==> config.mk <==
export PLATFORM = sky130hd
export DESIGN_NAME = logic_unit_seq
export DESIGN_NICKNAME = d
export VERILOG_FILES = /design/src/rtl/logic_unit_pkg.sv /design/src/rtl/logic_op_bitwise.sv /design/src/rtl/logic_unit_seq.sv
export SDC_FILE = /design/constraint.sdc
export NUM_CORES = 1
export LEC_CHECK = 0
export CAP_MARGIN = 20
export CORE_MARGIN = 5
export CORE_UTILIZATION = 43
export CTS_CLUSTER_SIZE = 14
export DETAILED_ROUTE_END_ITERATION = 12
export DONT_BUFFER_PORTS = 1
export PLACE_DENSITY_LB_ADDON = 0.2
export SYNTH_ARGS = -nofsm -noshare
export SYNTH_HDL_FRONTEND = slang
export SYNTH_HIERARCHICAL = 1
export SYNTH_SLANG_ARGS = --single-unit
export TNS_END_PERCENT = 1
==> constraint.sdc <==
create_clock -name clk -period 2.5 [get_ports clk]
set_clock_uncertainty 0.15 [all_clocks]
set_input_delay 0 -clock clk [delete_from_list [all_inputs] [get_ports clk]]
set_output_delay 0 -clock clk [all_outputs]
set_load 0.01 [all_outputs]
==> src/rtl/logic_unit_pkg.sv <==
// logic_unit_pkg: op encodings, FSM state type and the reference bitwise op function
package logic_unit_pkg;
  localparam int MAX_W = 64;
  localparam logic [2:0] OP_AND  = 3'd0;
  localparam logic [2:0] OP_OR   = 3'd1;
  localparam logic [2:0] OP_XOR  = 3'd2;
  localparam logic [2:0] OP_NAND = 3'd3;
  localparam logic [2:0] OP_NOR  = 3'd4;
  localparam logic [2:0] OP_XNOR = 3'd5;
  localparam logic [2:0] OP_IMP  = 3'd6;
  localparam logic [2:0] OP_NIMP = 3'd7;
  typedef enum logic [0:0] {ST_IDLE = 1'b0, ST_ACCUM = 1'b1} state_t;
  // Operates at MAX_W bits; callers zero-extend operands and truncate the result.
  function automatic logic [MAX_W-1:0] apply_op(input logic [2:0] op, input logic [MAX_W-1:0] a, input logic [MAX_W-1:0] b);
    case (op)
      OP_OR:   apply_op = a | b;
      OP_XOR:  apply_op = a ^ b;
      OP_NAND: apply_op = ~(a & b);
      OP_NOR:  apply_op = ~(a | b);
      OP_XNOR: apply_op = ~(a ^ b);
      OP_IMP:  apply_op = ~a | b;
      OP_NIMP: apply_op = a & ~b;
      default: apply_op = a & b;
    endcase
  endfunction
endpackage

==> src/rtl/logic_op_bitwise.sv <==
// logic_op_bitwise: combinational WIDTH-bit op select in front of the result register
module logic_op_bitwise
  import logic_unit_pkg::*;
#(
  parameter int WIDTH = 8
) (
  input  logic [2:0]       i_op,
  input  logic [WIDTH-1:0] i_a,
  input  logic [WIDTH-1:0] i_b,
  output logic [WIDTH-1:0] o_y
);
  assign o_y = WIDTH'(apply_op(i_op, MAX_W'(i_a), MAX_W'(i_b)));
endmodule

==> src/rtl/logic_unit_seq.sv <==
// logic_unit_seq: registered bitwise logic unit with valid/ready stream and packet accumulate mode
module logic_unit_seq
  import logic_unit_pkg::*;
#(
  parameter int WIDTH     = 8,
  parameter int MAX_BEATS = 16,
  parameter int CNT_W     = $clog2(MAX_BEATS + 1)
) (
  input  logic             clk,
  input  logic             rst,
  input  logic             in_valid,
  output logic             in_ready,
  input  logic [WIDTH-1:0] in_a,
  input  logic [WIDTH-1:0] in_b,
  input  logic [2:0]       in_op,
  input  logic             in_acc,
  input  logic             in_last,
  output logic             out_valid,
  input  logic             out_ready,
  output logic [WIDTH-1:0] out_y,
  output logic [CNT_W-1:0] out_count,
  output logic             out_ovf
);
  state_t           r_state;
  logic [WIDTH-1:0] r_acc;
  logic [CNT_W-1:0] r_cnt;
  logic [WIDTH-1:0] w_opa;
  logic [WIDTH-1:0] w_r;
  logic [CNT_W-1:0] w_cnt_next;
  logic             w_accum;
  logic             w_accept;
  logic             w_full;
  logic             w_emit;

  assign in_ready   = !out_valid || out_ready;
  assign w_accum    = r_state == ST_ACCUM;
  assign w_accept   = in_valid && in_ready;
  assign w_opa      = w_accum ? r_acc : in_a;
  assign w_cnt_next = r_cnt + CNT_W'(1);
  assign w_full     = w_cnt_next == CNT_W'(MAX_BEATS);
  // Mid-packet beats fold into the accumulator; everything else produces a result.
  assign w_emit     = w_accum ? (in_last || w_full) : (!in_acc || in_last);

  logic_op_bitwise #(.WIDTH(WIDTH)) u_op (
    .i_op (in_op),
    .i_a  (w_opa),
    .i_b  (in_b),
    .o_y  (w_r)
  );

  always_ff @(posedge clk) begin
    if (rst) begin
      r_state   <= ST_IDLE;
      r_acc     <= '0;
      r_cnt     <= '0;
      out_valid <= 1'b0;
      out_y     <= '0;
      out_count <= '0;
      out_ovf   <= 1'b0;
    end else begin
      if (out_valid && out_ready) out_valid <= 1'b0;
      if (w_accept && w_emit) begin
        out_valid <= 1'b1;
        out_y     <= w_r;
        out_count <= w_accum ? w_cnt_next : CNT_W'(1);
        out_ovf   <= w_accum && !in_last;
        r_state   <= ST_IDLE;
        r_acc     <= '0;
        r_cnt     <= '0;
      end else if (w_accept) begin
        r_state   <= ST_ACCUM;
        r_acc     <= w_r;
        r_cnt     <= w_cnt_next;
      end
    end
  end
endmodule

=== Yosys cells after proc, flatten, opt, wreduce, memory -nomap -nowiden ===
Cells that the tools add are included.

* Bits in registers: 29
* Bits of input ports: 25
* Logic and storage cells: 44

* Add/sub/neg operators: 1
* Equality and inequality tests: 8
* Multiplexer cells: 6
* Bitwise gates (word level): 10
* Reduce and logical (&&, ||, !) cells: 12

{| class="wikitable"
|+ Operators by type and width
! kind !! count
|-
| 8-bit case mux with 7 select lines || 1
|-
| 8-bit inverter || 5
|-
| 8-bit AND || 2
|-
| 8-bit bitwise OR || 2
|-
| 3-bit equality test, second input constant || 4
|-
| 8-bit 2-to-1 mux || 1
|-
| 8-bit XOR || 1
|-
| 3-bit by 2-bit equality test with 1-bit output, second input constant || 2
|-
| 5-bit by 1-bit adder with 5-bit output, second input constant || 1
|-
| 5-bit equality test, second input constant || 1
|-
| 5-bit 2-to-1 mux || 1
|-
| 1-bit logical AND || 4
|-
| 3-bit by 1-bit equality test with 1-bit output, second input constant || 1
|-
| 1-bit logical NOT || 3
|-
| 1-bit logical OR || 3
|-
| 1-bit 2-to-1 mux || 3
|-
| 2-bit nonzero test || 1
|-
| 2-bit OR reduction || 1
|}

=== Logic depth before layout (Yosys ltp) ===
Gate-level depths: netlist of the first run.

* Depth after elaboration: 6
* Gate-level depth with buffers: 10
* Mapped depth without buffers: 9

=== By module ===
The synthesis of the first run kept the hierarchy.

{| class="wikitable"
|+ By module, submodules not included
! module !! times used !! cells an instance !! area each (µm²) !! seq. area each (µm²)
|-
| logic_unit_seq || 1 || 141 || 1,383.8 || 580.6
|-
| logic_op_bitwise || 1 || 114 || 910.9 || 0.0
|}

=== Worst setup path after synthesis of the first run ===
Ideal clock, no wire load.

* Path type: register to register
* From: register r_state
* To: register out_y[5]
* Setup time: 0.117 ns
* Arrival: 2.267 ns
* Required time: 2.233 ns
* Path slack: -0.035 ns
* Stages on the path, launching flop included: 8
* Buffers on the path: 1
* Clock period less this slack: 2.535 ns
* Cell sequence: dfxtp_1 > buf_1 > mux2_2 > inv_1 > ha_1 > mux2_4 > mux4_2 > a32o_1

* Word-level cells in the longest chain between the ends: 4

{| class="wikitable"
|+ RTL lines
! what !! RTL line !! RTL
|-
| start: declaration || logic_unit_seq.sv:24 || <nowiki>state_t r_state;</nowiki>
|-
| start signal: assignment || logic_unit_seq.sv:53 || <nowiki>r_state <= ST_IDLE;</nowiki>
|-
| start signal: assignment || logic_unit_seq.sv:67 || <nowiki>r_state <= ST_IDLE;</nowiki>
|-
| start signal: assignment || logic_unit_seq.sv:71 || <nowiki>r_state <= ST_ACCUM;</nowiki>
|-
| 8-bit 2-to-1 mux (*) || logic_unit_seq.sv:38 || <nowiki>assign w_opa = w_accum ? r_acc : in_a;</nowiki>
|-
| net w_opa[5] || logic_unit_seq.sv:27 || <nowiki>logic [WIDTH-1:0] w_opa;</nowiki>
|-
| 8-bit inverter (tied with other cells) || logic_unit_pkg.sv:21 || <nowiki>OP_IMP: apply_op = ~a | b;</nowiki>
|-
| 8-bit bitwise OR (tied with other cells) || logic_unit_pkg.sv:21 ||
|-
| 8-bit case mux with 7 select lines (*) || logic_unit_pkg.sv:15 || <nowiki>case (op)</nowiki>
|-
| net w_r[5] || logic_unit_seq.sv:28 || <nowiki>logic [WIDTH-1:0] w_r;</nowiki>
|-
| end signal: assignment || logic_unit_seq.sv:64 || <nowiki>out_y <= w_r;</nowiki>
|-
| end: declaration || logic_unit_seq.sv:20 || <nowiki>output logic [WIDTH-1:0] out_y,</nowiki>
|}

Mark *: on every way through the listed nets, which the timed path passes. The rest lies on a longest branch.
A chain may end at the register's enable or synchronous reset.

=== Worst setup path after layout of the first run ===
* From: register r_state
* To: register r_acc[1]

* Word-level cells in the longest chain between the ends: 4

{| class="wikitable"
|+ RTL lines
! what !! RTL line !! RTL
|-
| 8-bit 2-to-1 mux (*) || logic_unit_seq.sv:38 ||
|-
| net w_opa[1] || logic_unit_seq.sv:27 ||
|-
| 8-bit inverter (tied with other cells) || logic_unit_pkg.sv:21 ||
|-
| 8-bit bitwise OR (tied with other cells) || logic_unit_pkg.sv:21 ||
|-
| 8-bit case mux with 7 select lines (*) || logic_unit_pkg.sv:15 ||
|-
| net w_r[1] || logic_unit_seq.sv:28 ||
|-
| end signal: assignment || logic_unit_seq.sv:72 || <nowiki>r_acc <= w_r;</nowiki>
|-
| end: declaration || logic_unit_seq.sv:25 || <nowiki>logic [WIDTH-1:0] r_acc;</nowiki>
|}

Marked as above.

==> results.sh, run 1 <==
export IMPL_core_area_sq_mm=0.00514
export IMPL_hold_slack_ps=38.2
export IMPL_busiest_layer="met2"
export IMPL_synth_edf_count=0
export IMPL_p_leak_nw=1.03
export IMPL_yosys_top_cells_area="dfxtp_1, ha_1, mux4_2"
export IMPL_drv_slew=0
export IMPL_wl_microns=4960
export IMPL_path_clk_slew_ps=60
export IMPL_synthCells=255
export IMPL_grt_ovfl_total=0
export IMPL_vias=1752
export IMPL_ir_drop_v=0.000235
export IMPL_period_share=0.934
export IMPL_synth_most_common_cell="dfxtp_1"
export IMPL_ys_warn_count=6
export IMPL_grtUsageMet1=0.203
export IMPL_grt_usage=0.151
export IMPL_hp_class="in2reg"
export IMPL_syn_to_final_growth_pct=8.34
export IMPL_crit_path_start_kind="flip-flop"
export IMPL_cts_buffers=5
export IMPL_fin_util=0.484
export IMPL_place_hpwl_microns=3720
export IMPL_drive_gt1_frac=0.151
export IMPL_cp_end_kind="flip-flop"
export IMPL_maxCapViolations=0
export IMPL_rows=26
export IMPL_viasPerCell=5.34
export IMPL_avgSynthCellArea_sq_um=9.00
export IMPL_r2r_end="r_acc[1]$_SDFFE_PP0P_"
export IMPL_slew_headroom=0.581
export IMPL_mappedNetlistArea_sq_mm=0.00229
export IMPL_power_density_mw_per_mm2=495
export IMPL_setup_tns_final_ps=0
export IMPL_reg2reg_slack_ps=170
export IMPL_use_met3=0.0376
export IMPL_grt_max_degree=40
export IMPL_grt_pass1_wl_microns=8640
export IMPL_clk_latency_ps=280
export IMPL_crit_arrival_ps=2390
export IMPL_cts_path_max_buffers=2
export IMPL_fin_crit_ps=2330
export IMPL_path_max_fanout=9
export IMPL_syn_nets=306
export IMPL_synth_seq_cells=29
export IMPL_r2r_start="r_state$_SDFFE_PP0P_"
export IMPL_start_util=0.446
export IMPL_die_x_microns=83.1
export IMPL_post_cts_buffers=0
export IMPL_required_ps=2560
export IMPL_gr_usage_met2=0.230
export IMPL_ys_flop_type="dfxtp_1"
export IMPL_synth_top_area_share=0.253
export IMPL_synthArstFlopShare=0
export IMPL_port_buffers=0
export IMPL_rr_worst_depth=10
export IMPL_setup_viol=0
export IMPL_clock_sinks=29
export IMPL_hold_violations=0
export IMPL_first_pass_iters=4
export IMPL_clockRootBuffer="clkbuf_8"
export IMPL_status="finished, final reports clean"
export IMPL_antenna_cells=0
export IMPL_min_path_cells=3
export IMPL_startpoint="r_state$_SDFFE_PP0P_"
export IMPL_finalNetCount=308
export IMPL_synthTopCellsByCount="dfxtp_1, a21oi_1, ha_1, nand2_1, inv_1"
export IMPL_rsz0062_at_grt="false"
export IMPL_fill_cells=519
export IMPL_h_tree_depth=2
export IMPL_synth_distinct_cells=45
export IMPL_netlist_top_cell_by_area="dfxtp_1"
export IMPL_antenna_found_initial=0
export IMPL_die_y_microns=83.1
export IMPL_die_area_sq_mm=0.00690
export IMPL_gp_congestion=0.731
export IMPL_synth_yosys_seq_area_share=0.253
export IMPL_grt_pass1_vias=1753
export IMPL_critical_path_class="reg2reg"
export IMPL_drt_iter0_markers=86
export IMPL_dpl_cell_area_sq_mm=0.00233
export IMPL_min_to="out_count[3]$_SDFFE_PP0P_"
export IMPL_fmax_mhz=428
export IMPL_cts_tree="done"
export IMPL_worstHoldStart="rst"
export IMPL_ant_nets=0
export IMPL_wl_per_cell_microns=15.1
export IMPL_tightest_slew_ps=629
export IMPL_final_cell_area_sq_mm=0.00249
export IMPL_route_detailed_drc=0
export IMPL_ios=41
-- placed cells by master, fill, tap and decap left out, types with 3 or more instances in the layout --
cell	count
xnor2_1	9
o21ai_1	3
dfxtp_1	29
nor2_1	18
nand3_1	5
mux2i_1	4
clkbuf_8	7
dlygate4sd3_1	5
and3_1	3
a32o_1	8
mux2_2	9
nand2b_1	8
inv_1	21
a21oi_1	28
buf_4	5
xor2_1	5
o21ai_0	3
ha_1	26
mux4_2	7
nand2_1	26
-- state kept, by name, indices dropped and copies added, names as in the netlist --
name       flops
out_count      5
r_acc          8
out_y          8
out_ovf        1
r_state        1
out_valid      1
r_cnt          5
-- layer usage --
| metal | vias up | share of wire |
|---|---|---|
| li1 | 887 | - |
| met3 | 10 | 0.064 |
| met4 | 0 | 0.027 |
| met5 | - | 0 |
| met2 | 46 | 0.45 |
| met1 | 809 | 0.46 |
-- worst max path at each step --
stage / to / slack, ps / cells past startpoint
after floorplan: out_y[5]$_SDFFE_PP0P_ / 110 / 7
after global placement: out_y[0]$_SDFFE_PP0P_ / 210 / 8
after detailed placement: out_y[0]$_SDFFE_PP0P_ / 160 / 8
after CTS: out_y[0]$_SDFFE_PP0P_ / 150 / 8
after global routing: r_acc[1]$_SDFFE_PP0P_ / 5 / 10
final: r_acc[1]$_SDFFE_PP0P_ / 170 / 10
-- area by class of cell --
type / instances / area, sq um / area share
well taps: 70 / 87.6 / 0.0352
clock buffers: 7 / 96.3 / 0.0388
repair buffers: 11 / 98.8 / 0.0398
inverters: 21 / 78.8 / 0.0317
flip-flops and latches: 29 / 581 / 0.234
multi-input cells: 189 / 1540 / 0.619
clock inverters: 1 / 5.00 / 0.00201
-- stage by stage --
| stage | power (W) | setup WS (ps) | std cells |
|---|---|---|---|
| CTS | 0.00125 | 148 | 328 |
| floorplan | 0.000769 | 110 | 255 |
| global placement | 0.000801 | 211 | 315 |
| finish | 0.00123 | 166 | 328 |
| detailed placement | 0.000807 | 156 | 315 |
| global route | 0.00131 | 5.14 | 328 |
-- report_power, final --
group	internal, W	switching (W)	total, W
Sequential	0.000490	0.0000277	0.000518
Combinational	0.000144	0.000149	0.000293
Clock	0.000248	0.000172	0.000420
-- what timing repair did --
action	CTS	global route
resized for setup	0	1
hold endpoints to repair	27	0
hold buffers	5	0
endpoints found under the setup margin	0	1
-- critical path: stages (launching register included) --
cell	delay, ps
dfxtp_1	370
buf_6	150
mux2_2	370
inv_1	60
ha_1	140
or3b_1	350
o31ai_1	90
o32a_1	210
o32a_1	180
nand2_1	60
a21oi_1	130
-- cells by family after synthesis --
group / Yosys count / share of synthesized area
XOR/XNOR: 15 / 0.0654
multiplexers: 21 / 0.137
AND/OR/NAND/NOR: 69 / 0.142
flip-flops: 29 / 0.253
adder cells (fa/ha/maj): 26 / 0.142
buffers and inverters: 37 / 0.0763
AO/OA/AOI/OAI: 58 / 0.184
Power figures use the tool's default switching activity.
==> run 2: changes to the inputs <==
--- a/config.mk
+++ b/config.mk
@@ -12,6 +12,7 @@
 export DETAILED_ROUTE_END_ITERATION = 12
 export DONT_BUFFER_PORTS = 1
 export PLACE_DENSITY_LB_ADDON = 0.2
+export RECOVER_POWER = 50
 export SYNTH_ARGS = -nofsm -noshare
 export SYNTH_HDL_FRONTEND = slang
 export SYNTH_HIERARCHICAL = 1
==> run 2 against run 1 <==
  * Sequential power barely moved
  * Core utilization decreased by 0.39 points
  * Power decreased by 0.32%
  * Via count shrank 0.23%
  * Hold slack worse by 22 ps
  * Routed wire length is 0.10% lower
  * Critical path type unchanged
  * Largest power group unchanged
  * Highest routed layer unchanged
==> results.sh, run 2 (synthesis results as in run 1) <==
export IMPL_grt_pass1_vias=1753
export IMPL_p_int_w=0.000882
export IMPL_ir_drop_v=0.000233
export IMPL_startpoint="r_state$_SDFFE_PP0P_"
export IMPL_fin_crit_ps=2340
export IMPL_maxCapViolations=0
export IMPL_ant_nets=0
export IMPL_place_hpwl_microns=3720
export IMPL_cpMaxStageDelayCell="mux4_2"
export IMPL_seqPwrFrac=0.423
export IMPL_drive_gt1_frac=0.136
export IMPL_crit_path_start_kind="flip-flop"
export IMPL_h_tree_depth=2
export IMPL_final_cell_mix="dfxtp_1, a21oi_1, nand2_1, ha_1, inv_1"
export IMPL_required_ps=2520
export IMPL_drv_slew=0
export IMPL_multi_input_area_sq_mm=0.00152
export IMPL_wl_per_cell_microns=15.1
export IMPL_largestRegisters="out_y: 8 flops, r_acc: 8 flops"
export IMPL_combPwrFrac=0.237
export IMPL_route_detailed_drc=0
export IMPL_grt_ovfl_total=0
export IMPL_reg2reg_slack_ps=160
export IMPL_rr_worst_depth=8
export IMPL_grt_max_degree=40
export IMPL_ios=41
export IMPL_clkPwrFrac=0.340
export IMPL_fmax_mhz=428
export IMPL_fin_util=0.480
export IMPL_hp_class="in2reg"
export IMPL_final_cell_area_sq_mm=0.00247
export IMPL_r2r_start="r_state$_SDFFE_PP0P_"
export IMPL_path_clk_slew_ps=60
export IMPL_start_util=0.446
export IMPL_slew_headroom=0.516
export IMPL_core_area_sq_mm=0.00514
export IMPL_r2r_end="out_y[0]$_SDFFE_PP0P_"
export IMPL_worstPathCellList="buf_6 > mux2_2 > inv_1 > ha_1 > nor2_1 > a21oi_1 > mux4_2 > a32o_1"
export IMPL_hold_violations=0
export IMPL_die_area_sq_mm=0.00690
export IMPL_fill_cells=521
export IMPL_cts_tree="done"
export IMPL_tightest_slew_ps=723
export IMPL_antenna_cells=0
export IMPL_wirelength_met1_microns=2300
export IMPL_setup_viol=0
export IMPL_grt_pass1_wl_microns=8640
export IMPL_rows=26
export IMPL_worstHoldStart="in_valid"
export IMPL_min_path_cells=3
export IMPL_cts_path_max_buffers=2
export IMPL_critical_path_class="reg2reg"
export IMPL_cts_buffers=5
export IMPL_first_pass_iters=5
export IMPL_period_share=0.935
export IMPL_crit_arrival_ps=2350
export IMPL_port_buffers=0
export IMPL_regArea_sq_um=581
export IMPL_syn_to_final_growth_pct=7.47
export IMPL_status="finished, final reports clean"
export IMPL_grt_usage=0.151
export IMPL_met2_length_microns=2200
export IMPL_setup_tns_final_ps=0
export IMPL_gp_congestion=0.731
export IMPL_cp_end_kind="flip-flop"
export IMPL_dpl_cell_area_sq_mm=0.00233
export IMPL_switching_power_w=0.000345
export IMPL_clock_sinks=29
export IMPL_crit_end="out_y[0]$_SDFFE_PP0P_"
export IMPL_clockRootBuffer="clkbuf_8"
export IMPL_slowest_delay_ps=500
export IMPL_antenna_found_initial=0
export IMPL_die_x_microns=83.1
export IMPL_power_density_mw_per_mm2=498
export IMPL_die_y_microns=83.1
export IMPL_finalNetCount=308
export IMPL_viasPerCell=5.33
export IMPL_path_max_fanout=9
export IMPL_final_common_cell="dfxtp_1"
export IMPL_rsz0062_at_grt="false"
export IMPL_clk_latency_ps=280
export IMPL_wl_microns=4960
export IMPL_p_sw_frac=0.281
export IMPL_drt_iter0_markers=80
export IMPL_wl_met3_microns=313
export IMPL_vias=1748
export IMPL_top_layer="met4"
export IMPL_p_leak_nw=1.03
## run 2: changes by cell type in the layout (fill, tap and decap cells not counted)
| cell | delta |
|---|---|
| a31oi_1 | +1 |
| clkbuf_1 | +1 |
| a31oi_2 | -1 |
| a211oi_1 | +1 |
| o31ai_2 | -1 |
| a211oi_2 | -1 |
| o31ai_1 | +1 |
| buf_4 | -1 |
## run 2: timing repair
action	CTS	global route
buffers inserted	0	0
gates resized for setup	0	1
hold buffers	5	0
setup endpoints to repair	0	1
hold endpoints to repair	27	0
## run 2: worst max-delay path: cells and delay by family (launching register included)
kind / cells / cell delay, ps
fa+ha+maj: 1 / 240
flops: 1 / 370
compound gates: 2 / 280
buf+inv: 2 / 230
mux: 2 / 870
simple gates: 1 / 90
## run 2: power groups by stage
stage / clock network (W) / logic, W / registers, W
after global routing: 0.000458 / 0.000328 / 0.000522
after detailed placement: 0 / 0.000278 / 0.000529
after CTS: 0.000432 / 0.000294 / 0.000519
final: 0.000417 / 0.000291 / 0.000518
after global placement: 0 / 0.000272 / 0.000529
after floorplan: 0 / 0.000248 / 0.000521
## run 2: worst min path at each step
stage,endpoint,slack (ps)
6_report,r_cnt[3]$_SDFFE_PP0P_,20
2_1_floorplan,out_ovf$_SDFFE_PP0P_,30
5_1_grt,out_count[3]$_SDFFE_PP0P_,30
3_5_place_dp,out_count[4]$_SDFFE_PP0P_,-80
3_3_place_gp,out_count[4]$_SDFFE_PP0P_,-80
4_1_cts,r_cnt[3]$_SDFFE_PP0P_,20
## run 2: cell type report
type,instances,area share
Multi-Input combinational cell,189,0.617
Sequential cell,29,0.235
Clock buffer,7,0.0391
Timing Repair Buffer,11,0.0386
Tap cell,70,0.0355
Inverter,21,0.0320
Clock inverter,1,0.00203
## run 2: per-layer routing
layer,GRT usage,up-vias
met5,0,-
li1,-,886
met1,0.203,810
met3,0.0376,10
met2,0.230,42
met4,0.0639,0
## run 2: metrics by stage
step / instances / hold WS [ps] / setup WS (ps) / total power, W
floorplan: 255 / 32.8 / 110 / 0.000769
global route: 328 / 31.0 / 5.14 / 0.00131
detailed placement: 315 / -81.8 / 156 / 0.000807
finish: 328 / 16.1 / 162 / 0.00123
CTS: 328 / 16.5 / 148 / 0.00125
global placement: 315 / -82.3 / 211 / 0.000801
==> run 3: changes to the inputs <==
--- a/config.mk
+++ b/config.mk
@@ -6,8 +6,10 @@
 export NUM_CORES = 1
 export LEC_CHECK = 0
 export CAP_MARGIN = 20
+export CELL_PAD_IN_SITES_DETAIL_PLACEMENT = 2
+export CELL_PAD_IN_SITES_GLOBAL_PLACEMENT = 2
 export CORE_MARGIN = 5
-export CORE_UTILIZATION = 43
+export CORE_UTILIZATION = 35
 export CTS_CLUSTER_SIZE = 14
 export DETAILED_ROUTE_END_ITERATION = 12
 export DONT_BUFFER_PORTS = 1
==> run 3 against run 2 <==
  * Fmax fell by 0.37%
  * Count of clock-buffer cells in the layout fell by 2
  * Hold slack improved by 8.8 ps
  * Sequential share of layout area barely moved
  * Combinational power rose by 6%
  * Routed wire length rose by 25%
  * First-iteration DRC count fell by 18%
  * Clock power fell by 16%
  * Worst setup slack got worse by 8.6 ps
  * Core utilization fell by 9.1 points
  * Flip-flop and latch count did not move
  * Largest cell class unchanged
  * Highest routed layer unchanged
==> results.sh, run 3 (synthesis results as in run 1) <==
export IMPL_fin_crit_ps=2350
export IMPL_clock_sinks=29
export IMPL_grt_ovfl_total=0
export IMPL_core_area_sq_mm=0.00635
export IMPL_status="finished, final reports clean"
export IMPL_viasPerCell=5.45
export IMPL_r2r_end="out_y[1]$_SDFFE_PP0P_"
export IMPL_maxCapViolations=0
export IMPL_grt_pass1_wl_microns=10200
export IMPL_vias=1827
export IMPL_min_to="r_acc[7]$_SDFFE_PP0P_"
export IMPL_drv_slew=0
export IMPL_gr_usage_met2=0.275
export IMPL_final_common_cell="dfxtp_1"
export IMPL_cts_path_max_buffers=2
export IMPL_path_max_fanout=8
export IMPL_period_share=0.939
export IMPL_drt_iter0_markers=66
export IMPL_hold_violations=0
export IMPL_ant_nets=0
export IMPL_rr_worst_depth=10
export IMPL_clk_latency_ps=280
export IMPL_finalNetCount=310
export IMPL_grtUsageMet1=0.176
export IMPL_final_cell_area_sq_mm=0.00247
export IMPL_use_met3=0.0388
export IMPL_port_buffers=0
export IMPL_fmax_mhz=426
export IMPL_wl_per_cell_microns=18.5
export IMPL_tightest_slew_ps=635
export IMPL_switching_power_w=0.000356
export IMPL_path_clk_slew_ps=60
export IMPL_rsz0062_at_grt="false"
export IMPL_die_area_sq_mm=0.00828
export IMPL_critical_path_class="reg2reg"
export IMPL_cp_end_kind="flip-flop"
export IMPL_slew_headroom=0.573
export IMPL_h_tree_depth=2
export IMPL_seqPwrFrac=0.440
export IMPL_gp_congestion=0.779
export IMPL_route_detailed_drc=0
export IMPL_required_ps=2560
export IMPL_fin_util=0.389
export IMPL_crit_arrival_ps=2400
export IMPL_hold_slack_ps=24.9
export IMPL_first_pass_iters=3
export IMPL_ir_drop_v=0.000287
export IMPL_die_y_microns=91.0
export IMPL_p_sw_frac=0.302
export IMPL_wl_microns=6200
export IMPL_p_int_w=0.000820
export IMPL_clockRootBuffer="clkbuf_8"
export IMPL_p_leak_nw=1.02
export IMPL_largestRegisters="out_y: 8 flops, r_acc: 8 flops"
export IMPL_place_hpwl_microns=4770
export IMPL_reg2reg_slack_ps=150
export IMPL_rows=29
export IMPL_cts_tree="done"
export IMPL_start_util=0.361
export IMPL_final_cell_mix="dfxtp_1, a21oi_1, nand2_1, ha_1, inv_1"
export IMPL_dpl_cell_area_sq_mm=0.00235
export IMPL_antenna_cells=0
export IMPL_drive_gt1_frac=0.140
export IMPL_setup_tns_final_ps=0
export IMPL_setup_viol=0
export IMPL_worstHoldStart="in_op[2]"
export IMPL_power_density_mw_per_mm2=476
export IMPL_busiest_layer="met2"
export IMPL_hp_class="in2reg"
export IMPL_crit_path_start_kind="flip-flop"
export IMPL_grt_max_degree=40
export IMPL_combPwrFrac=0.261
export IMPL_grt_pass1_vias=1940
export IMPL_die_x_microns=91.0
export IMPL_ios=41
export IMPL_clkPwrFrac=0.298
export IMPL_grt_usage=0.152
export IMPL_cts_buffers=5
export IMPL_syn_to_final_growth_pct=7.58
export IMPL_min_path_cells=3
export IMPL_r2r_start="r_state$_SDFFE_PP0P_"
export IMPL_antenna_found_initial=0
export IMPL_post_cts_buffers=0
[run 3: changes by cell type in the layout (fill, tap and decap cells not counted)]
cell | before | now
a31oi_1 | 2 | 1
a31oi_2 | 0 | 1
buf_4 | 4 | 6
clkbuf_8 | 7 | 5
[run 3: area by class of cell]
| cell class | instances | area [sq um] |
|---|---|---|
| Fill cell | 728 | 3880 |
| Multi-Input combinational cell | 189 | 1530 |
| Sequential cell | 29 | 581 |
| Timing Repair Buffer | 13 | 110 |
| Tap cell | 77 | 96.3 |
| Inverter | 21 | 78.8 |
| Clock buffer | 5 | 68.8 |
| Clock inverter | 1 | 5.00 |
[run 3: per-stage QoR]
step | cells | total power [W] | worst slack (ps)
detailed placement | 324 | 0.000825 | 113
global route | 335 | 0.00125 | 12.9
CTS | 335 | 0.00120 | 90.7
finish | 335 | 0.00118 | 153
global placement | 324 | 0.000813 | 173
floorplan | 255 | 0.000769 | 110
[run 3: critical path, stage by stage, from the launching register on]
cell	delay, ps
dfxtp_1	370
buf_6	160
mux2_2	370
inv_1	60
ha_1	140
or3b_1	360
o31ai_1	100
o32a_1	190
o32a_1	180
nand2b_1	70
mux2i_1	130
[run 3: worst max path at each step]
stage / start / to / slack (ps) / cells after the start
floorplan: r_state$_SDFFE_PP0P_ / out_y[5]$_SDFFE_PP0P_ / 110 / 7
global placement: r_state$_SDFFE_PP0P_ / out_y[1]$_SDFFE_PP0P_ / 170 / 10
detailed placement: r_state$_SDFFE_PP0P_ / out_y[1]$_SDFFE_PP0P_ / 110 / 10
CTS: r_state$_SDFFE_PP0P_ / out_y[1]$_SDFFE_PP0P_ / 90 / 10
global route: r_state$_SDFFE_PP0P_ / r_acc[1]$_SDFFE_PP0P_ / 10 / 10
finish: r_state$_SDFFE_PP0P_ / out_y[1]$_SDFFE_PP0P_ / 150 / 10
[run 3: timing repair]
item,in CTS,in global routing
endpoints found under the setup margin,0,2
gates resized for setup,0,1
hold endpoints to repair,27,0
hold buffers,5,0
[run 3: power by group through the flow]
stage,clock (W),sequential [W],combinational [W]
after floorplan,0,0.000521,0.000248
after global placement,0,0.000528,0.000285
after CTS,0.000367,0.000519,0.000314
final,0.000351,0.000518,0.000308
after global routing,0.000382,0.000522,0.000346
after detailed placement,0,0.000529,0.000296
[run 3: routing by layer]
layer	up-vias	share of wire
met1	896	0.43
met3	6	0.050
li1	894	-
met4	0	0.013
met2	31	0.51
met5	-	0
